--- src/rtl/scancode_display_scheduler.sv ---
// Scan-code filter, FIFO and dwell-paced shifter for the 4-digit display.
// Make codes are queued and shifted into disp_val no faster than one per dwell.
module scancode_display_scheduler #(
    parameter int FIFO_DEPTH   = 4,
    parameter int DWELL_CYCLES = 10_000_000
) (
    input  logic                        clk,
    input  logic                        reset_n,
    input  logic [7:0]                  code_in,
    input  logic                        code_valid,
    input  logic                        clear,
    output logic [31:0]                 disp_val,
    output logic [$clog2(FIFO_DEPTH):0] fifo_count,
    output logic                        overflow,
    output logic                        busy
);

    localparam int AW = $clog2(FIFO_DEPTH);
    localparam int CW = (DWELL_CYCLES > 1) ? $clog2(DWELL_CYCLES) : 1;

    localparam logic [AW:0]   FULL_CNT   = (AW + 1)'(FIFO_DEPTH);
    localparam logic [CW-1:0] DWELL_LAST = CW'(DWELL_CYCLES - 1);

    localparam logic [7:0] BRK_CODE = 8'hF0;
    localparam logic [7:0] EXT_CODE = 8'hE0;

    typedef enum logic [1:0] {
        F_IDLE,
        F_BRK,
        F_EXT,
        F_EXTBRK
    } filt_e;

    typedef enum logic {
        S_READY,
        S_DWELL
    } sched_e;

    // Reset and clear share one flush path; both are synchronous.
    logic flush;
    assign flush = !reset_n || clear;

    filt_e  filt_q, filt_d;
    sched_e sched_q, sched_d;

    logic [7:0]    mem_q [FIFO_DEPTH];
    logic [AW-1:0] wr_ptr_q, wr_ptr_d;
    logic [AW-1:0] rd_ptr_q, rd_ptr_d;
    logic [AW:0]   count_q, count_d;
    logic          ovf_q, ovf_d;
    logic [31:0]   disp_q, disp_d;
    logic [CW-1:0] dwell_q, dwell_d;

    logic push;
    logic pop;
    logic full;
    logic do_push;
    logic [7:0] head;

    // ---------------- filter FSM ----------------

    // Filter state register.
    always_ff @(posedge clk) begin
        if (flush) begin
            filt_q <= F_IDLE;
        end else begin
            filt_q <= filt_d;
        end
    end

    // Filter next state: swallow break and extended sequences.
    always_comb begin
        filt_d = filt_q;
        if (code_valid) begin
            unique case (filt_q)
                F_IDLE: begin
                    if (code_in == BRK_CODE) begin
                        filt_d = F_BRK;
                    end else if (code_in == EXT_CODE) begin
                        filt_d = F_EXT;
                    end else begin
                        filt_d = F_IDLE;
                    end
                end
                F_BRK: begin
                    filt_d = F_IDLE;
                end
                F_EXT: begin
                    if (code_in == BRK_CODE) begin
                        filt_d = F_EXTBRK;
                    end else begin
                        filt_d = F_IDLE;
                    end
                end
                F_EXTBRK: begin
                    filt_d = F_IDLE;
                end
            endcase
        end
    end

    // Filter output: only plain make codes seen in idle are queued.
    always_comb begin
        push = 1'b0;
        if (code_valid && (filt_q == F_IDLE) &&
            (code_in != BRK_CODE) && (code_in != EXT_CODE)) begin
            push = 1'b1;
        end
    end

    // ---------------- scheduler FSM ----------------

    // Scheduler state register.
    always_ff @(posedge clk) begin
        if (flush) begin
            sched_q <= S_READY;
        end else begin
            sched_q <= sched_d;
        end
    end

    // Scheduler next state: shift when a code waits, then hold for the dwell.
    always_comb begin
        sched_d = sched_q;
        unique case (sched_q)
            S_READY: begin
                if (count_q != '0) begin
                    sched_d = S_DWELL;
                end
            end
            S_DWELL: begin
                if (dwell_q == DWELL_LAST) begin
                    sched_d = S_READY;
                end
            end
        endcase
    end

    // Scheduler outputs: pop only from a non-empty FIFO while ready.
    always_comb begin
        pop  = 1'b0;
        busy = 1'b0;
        unique case (sched_q)
            S_READY: begin
                pop = (count_q != '0);
            end
            S_DWELL: begin
                busy = 1'b1;
            end
        endcase
    end

    // ---------------- FIFO ----------------

    assign full    = (count_q == FULL_CNT);
    assign do_push = push && (!full || pop);
    assign head    = mem_q[rd_ptr_q];

    // FIFO pointer, count and sticky overflow next state.
    always_comb begin
        wr_ptr_d = wr_ptr_q;
        rd_ptr_d = rd_ptr_q;
        count_d  = count_q;
        ovf_d    = ovf_q;
        if (do_push) begin
            wr_ptr_d = wr_ptr_q + AW'(1);
        end
        if (pop) begin
            rd_ptr_d = rd_ptr_q + AW'(1);
        end
        unique case ({do_push, pop})
            2'b10:   count_d = count_q + (AW + 1)'(1);
            2'b01:   count_d = count_q - (AW + 1)'(1);
            default: count_d = count_q;
        endcase
        if (push && full && !pop) begin
            ovf_d = 1'b1;
        end
    end

    // FIFO control registers.
    always_ff @(posedge clk) begin
        if (flush) begin
            wr_ptr_q <= '0;
            rd_ptr_q <= '0;
            count_q  <= '0;
            ovf_q    <= 1'b0;
        end else begin
            wr_ptr_q <= wr_ptr_d;
            rd_ptr_q <= rd_ptr_d;
            count_q  <= count_d;
            ovf_q    <= ovf_d;
        end
    end

    // FIFO storage; contents are don't-care once pointers are flushed.
    always_ff @(posedge clk) begin
        if (do_push) begin
            mem_q[wr_ptr_q] <= code_in;
        end
    end

    // ---------------- display and dwell ----------------

    // Display and dwell counter next state.
    always_comb begin
        disp_d  = disp_q;
        dwell_d = dwell_q;
        if (pop) begin
            disp_d  = {disp_q[23:0], head};
            dwell_d = '0;
        end else if (sched_q == S_DWELL) begin
            dwell_d = dwell_q + CW'(1);
        end
    end

    // Display shift register and dwell counter.
    always_ff @(posedge clk) begin
        if (flush) begin
            disp_q  <= '0;
            dwell_q <= '0;
        end else begin
            disp_q  <= disp_d;
            dwell_q <= dwell_d;
        end
    end

    assign disp_val   = disp_q;
    assign fifo_count = count_q;
    assign overflow   = ovf_q;

endmodule

--- config.mk ---
export PLATFORM = sky130hd
export DESIGN_NAME = scancode_display_scheduler
export DESIGN_NICKNAME = d
export VERILOG_FILES = /design/src/rtl/scancode_display_scheduler.sv
export SDC_FILE = /design/constraint.sdc
export NUM_CORES = 1
export LEC_CHECK = 0
export ABC_AREA = 1
export CAP_MARGIN = 5
export CORE_ASPECT_RATIO = 1.4
export CORE_MARGIN = 2
export CORE_UTILIZATION = 40
export CTS_CLUSTER_DIAMETER = 200
export DETAILED_ROUTE_END_ITERATION = 6
export PLACE_DENSITY_LB_ADDON = 0.05
export SLEW_MARGIN = 20
export SYNTH_ARGS = -nofsm -noshare
export SYNTH_HDL_FRONTEND = slang
export SYNTH_SLANG_ARGS = --single-unit
export TNS_END_PERCENT = 5
--- constraint.sdc ---
create_clock -name clk -period 2.2 [get_ports clk]
set_input_delay 0.66 -clock clk [delete_from_list [all_inputs] [get_ports clk]]
set_output_delay 0.66 -clock clk [all_outputs]
set_load 0.01 [all_outputs]
==> flow_metrics.py <==
metrics = {
    "status": {
        "status": "completed",
    },
    "placement": {
        "gp_congestion": 0.815,
        "post-place-ws_ps": -323,
        "portBuffers": 48,
        "detailed_place_hpwl_um": 6790,
    },
    "die": {
        "die_area_sq_mm": 0.0113,
        "die_width_um": 90.4,
        "initial_core_util_pct": 40.6,
        "die_h_um": 125,
        "num_rows": 44,
        "io_pins": 49,
        "fp.coreArea_sq_mm": 0.0103,
    },
    "pwr": {
        "p_sw_share_pct": 26.7,
        "peakVddDrop_mv": 0.384,
        "power_frac_seq_pct": 47.5,
        "clock_power_share_pct": 40.3,
        "power_density_mw_per_mm2": 798,
        "internal-power_uw": 3110,
        "p_leak_uw": 0.00202,
        "switchingPower_uw": 1130,
        "p_comb_share_pct": 12.2,
    },
    "sta": {
        "fin_crit_sh_pct": 93.6,
        "fmax_ghz": 0.486,
        "rsz0062_at_grt": "false",
        "fin_crit_ps": 2060,
        "hold_viol_final": 0,
        "drv_slew": 0,
        "finalSetupViolCount": 0,
        "timing.slew.headroom_pct": 68.2,
        "setup_slack_ps": 141,
        "clock_skew_ps": 8.53,
        "tightestPinTransition_ps": 476,
    },
    "logic_synthesis": {
        "avgSynthCellArea_sq_um": 8.59,
        "synthCells": 487,
        "syn_nets": 505,
        "seq_area_frac_synth_pct": 55.1,
        "ys_async_sr_fraction_pct": 0,
        "synth_seq_cells": 99,
        "synth_warnings": 0,
        "syn-cell-area_sq_mm": 0.00418,
        "ys_types": 37,
        "synth-edff-count": 32,
        "synth_ff_type": "dfxtp_1",
    },
    "finish": {
        "utilization_pct": 51.6,
        "nets": 574,
        "drive_above_1_share_pct": 13.5,
        "diodes": 0,
        "syn_to_final_growth_pct": 26.9,
    },
    "clock_network": {
        "cts.sinks": 99,
        "clk_latency_ps": 350,
        "clockBufferDepth": 2,
        "cts_tree": "built",
        "root_buffer": "clkbuf_16",
        "htreeDepth": 3,
        "cts.clk_slew.worst_paths_ps": 70,
        "cts_setup_buffers": 0,
        "cts_buffers": 9,
    },
    "routing": {
        "drt_iter0_drc": 209,
        "drc": 0,
        "vias": 3362,
        "drt-pass1-iter-count": 4,
        "ant_nets": 0,
        "viasPerCell": 4.81,
        "routedWlPerCell_um": 13.3,
        "routed_wirelength_um": 9270,
    },
    "global_routing": {
        "track_usage_pct": 17.1,
        "antenna_found_initial": 0,
        "grt-ovfl-total": 0,
        "grt_max_degree": 43,
        "grt_pass1_wl_um": 15300,
        "grt_pass1_vias": 3127,
    },
    "run": {
        "maxCapViolCount": 0,
    },
    "critical_path": {
        "crit_chain": "clkdlybuf4s50_1, nand2_2, nor2_2, o21ai_1, nand2_1, nand2_2, fa_2, inv_1, nand2_1, a21oi_2, nor2_1",
        "cp_data_required_time_ps": 2450,
        "path_delay_family": "buffers and inverters",
        "setup.worst_path.class": "in2reg",
        "max_stage_delay_ps": 500,
        "cp-end-kind": "register",
        "worst-path-buf-inv": 2,
        "startpoint_type": "input port",
        "cp_max_fo": 2,
        "crit_slowest_cell": "clkdlybuf4s50_1",
        "cp.arrival_ps": 2310,
    },
    "min_path": {
        "min_path_type": "reg2reg",
    },
}
## cells in the final DEF, fill, tap and decap left out, types with 4 or more instances in the layout
| cell | count |
|---|---|
| a21oi_1 | 20 |
| a21oi_2 | 4 |
| a31oi_1 | 8 |
| buf_4 | 27 |
| clkbuf_16 | 9 |
| clkdlybuf4s50_1 | 46 |
| dfxtp_1 | 67 |
| edfxtp_1 | 32 |
| ha_1 | 5 |
| inv_1 | 45 |
| inv_8 | 4 |
| nand2_1 | 51 |
| nand2_2 | 4 |
| nand3_1 | 14 |
| nand4_1 | 6 |
| nor2_1 | 108 |
| nor2_2 | 7 |
| nor3_1 | 5 |
| nor3_2 | 4 |
| o21ai_0 | 61 |
| xor2_1 | 4 |
## layer usage
layer,vias up,track usage [%],share of wire [%]
met1,1538,20.2,44
met3,21,2.71,1.9
met5,-,0,0
met2,57,29.6,50
li1,1746,-,-
met4,0,9.59,3.3
## area by class of cell
class	count	area (sq um)
inverters	49	186
well taps	138	173
flip-flops and latches	99	2300
clock inverters	7	100
fillers	999	4990
multi-input cells	322	1630
clock buffers	9	225
repair buffers	75	688
## power groups by stage
stage / registers [uW] / logic (uW) / clock network [uW]
2_1_floorplan: 2060 / 268 / 0
3_3_place_gp: 2060 / 514 / 0
3_5_place_dp: 2060 / 518 / 0
4_1_cts: 2010 / 521 / 1750
5_1_grt: 2020 / 581 / 1810
6_report: 2010 / 517 / 1710
## path summary, 6_finish.rpt
check                              from                         end  slack, ps  cells past startpoint
max                          code_in[7]  fifo_count[2]$_SDFFE_PP0P_        140                     11
max reg2reg  fifo_count[2]$_SDFFE_PP0P_    dwell_q[11]$_SDFFE_PP0P_        450                      7
min reg2reg       overflow$_SDFFE_PP0P_       overflow$_SDFFE_PP0P_        470                      1
min               overflow$_SDFFE_PP0P_       overflow$_SDFFE_PP0P_        470                      1
## repair_timing
item | in CTS | in global routing
resized for setup | 0 | 10
hold buffers | 0 | 0
hold endpoints to repair | 0 | 0
endpoints found under the setup margin | 0 | 13
## synth_stat cells, types with 2 or more instances
library cell    n  area (sq um)
o21a_1          3          22.5
nor2_2          4          25.0
a21oi_2         3          26.3
nand3_2         2          20.0
nor2_1        111           417
nor2_4          2          22.5
or2_2           2          12.5
a31oi_1         8          50.1
inv_2           2          7.51
clkbuf_1        7          26.3
nand2_2         2          12.5
nand3_1        14          70.1
ha_1            5          62.6
buf_2           8          40.0
nor3_2          4          40.0
nand2_1        53           199
nor3_1          5          25.0
nor4_1          3          18.8
o21ai_0        61           305
edfxtp_1       32           961
nand4_1         6          37.5
xnor2_1         2          17.5
xor2_1          4          35.0
inv_1          45           169
dfxtp_1        67          1340
a21oi_1        21           105
## worst reg2reg max path: stages (launching register included)
cell and delay [ps]:
dfxtp_1 420, inv_1 100, a21oi_4 200, buf_4 370, nor2_1 100, inv_1 210, buf_4 200, nor2_1 50
## sequential cells by signal, summed over array words and instances, names as in the netlist
name and flops:
dwell_q 24, wr_ptr_q 2, overflow 1, sched_q 1
disp_val 32, filt_q 2, rd_ptr_q 2, fifo_count 3
mem_q 32
## cell families (layout without fill, tap and decap cells)
family	after synthesis	in the layout	share of synthesized area (%)
adders and majority gates	6	6	1.97
xor gates and xnor gates	6	6	1.26
AOI/OAI and AO/OA	99	99	12.9
buffers and inverters	66	140	6.40
and+or+nand+nor	211	211	22.4
DFF	99	99	55.1
## stage by stage
step           hold WS (ps)  TNS (ps)  instance area (sq um)  total power (uW)  std cells
5_1_grt                 519         0                   5310              4420        699
3_3_place_gp            452     -6740                   4960              2570        683
3_5_place_dp            468     -8260                   4960              2570        683
6_report                474         0                   5310              4240        699
4_1_cts                 484         0                   5280              4280        699
2_1_floorplan           443         0                   4180              2330        487
No activity file was read; power rests on OpenSTA's default activity.
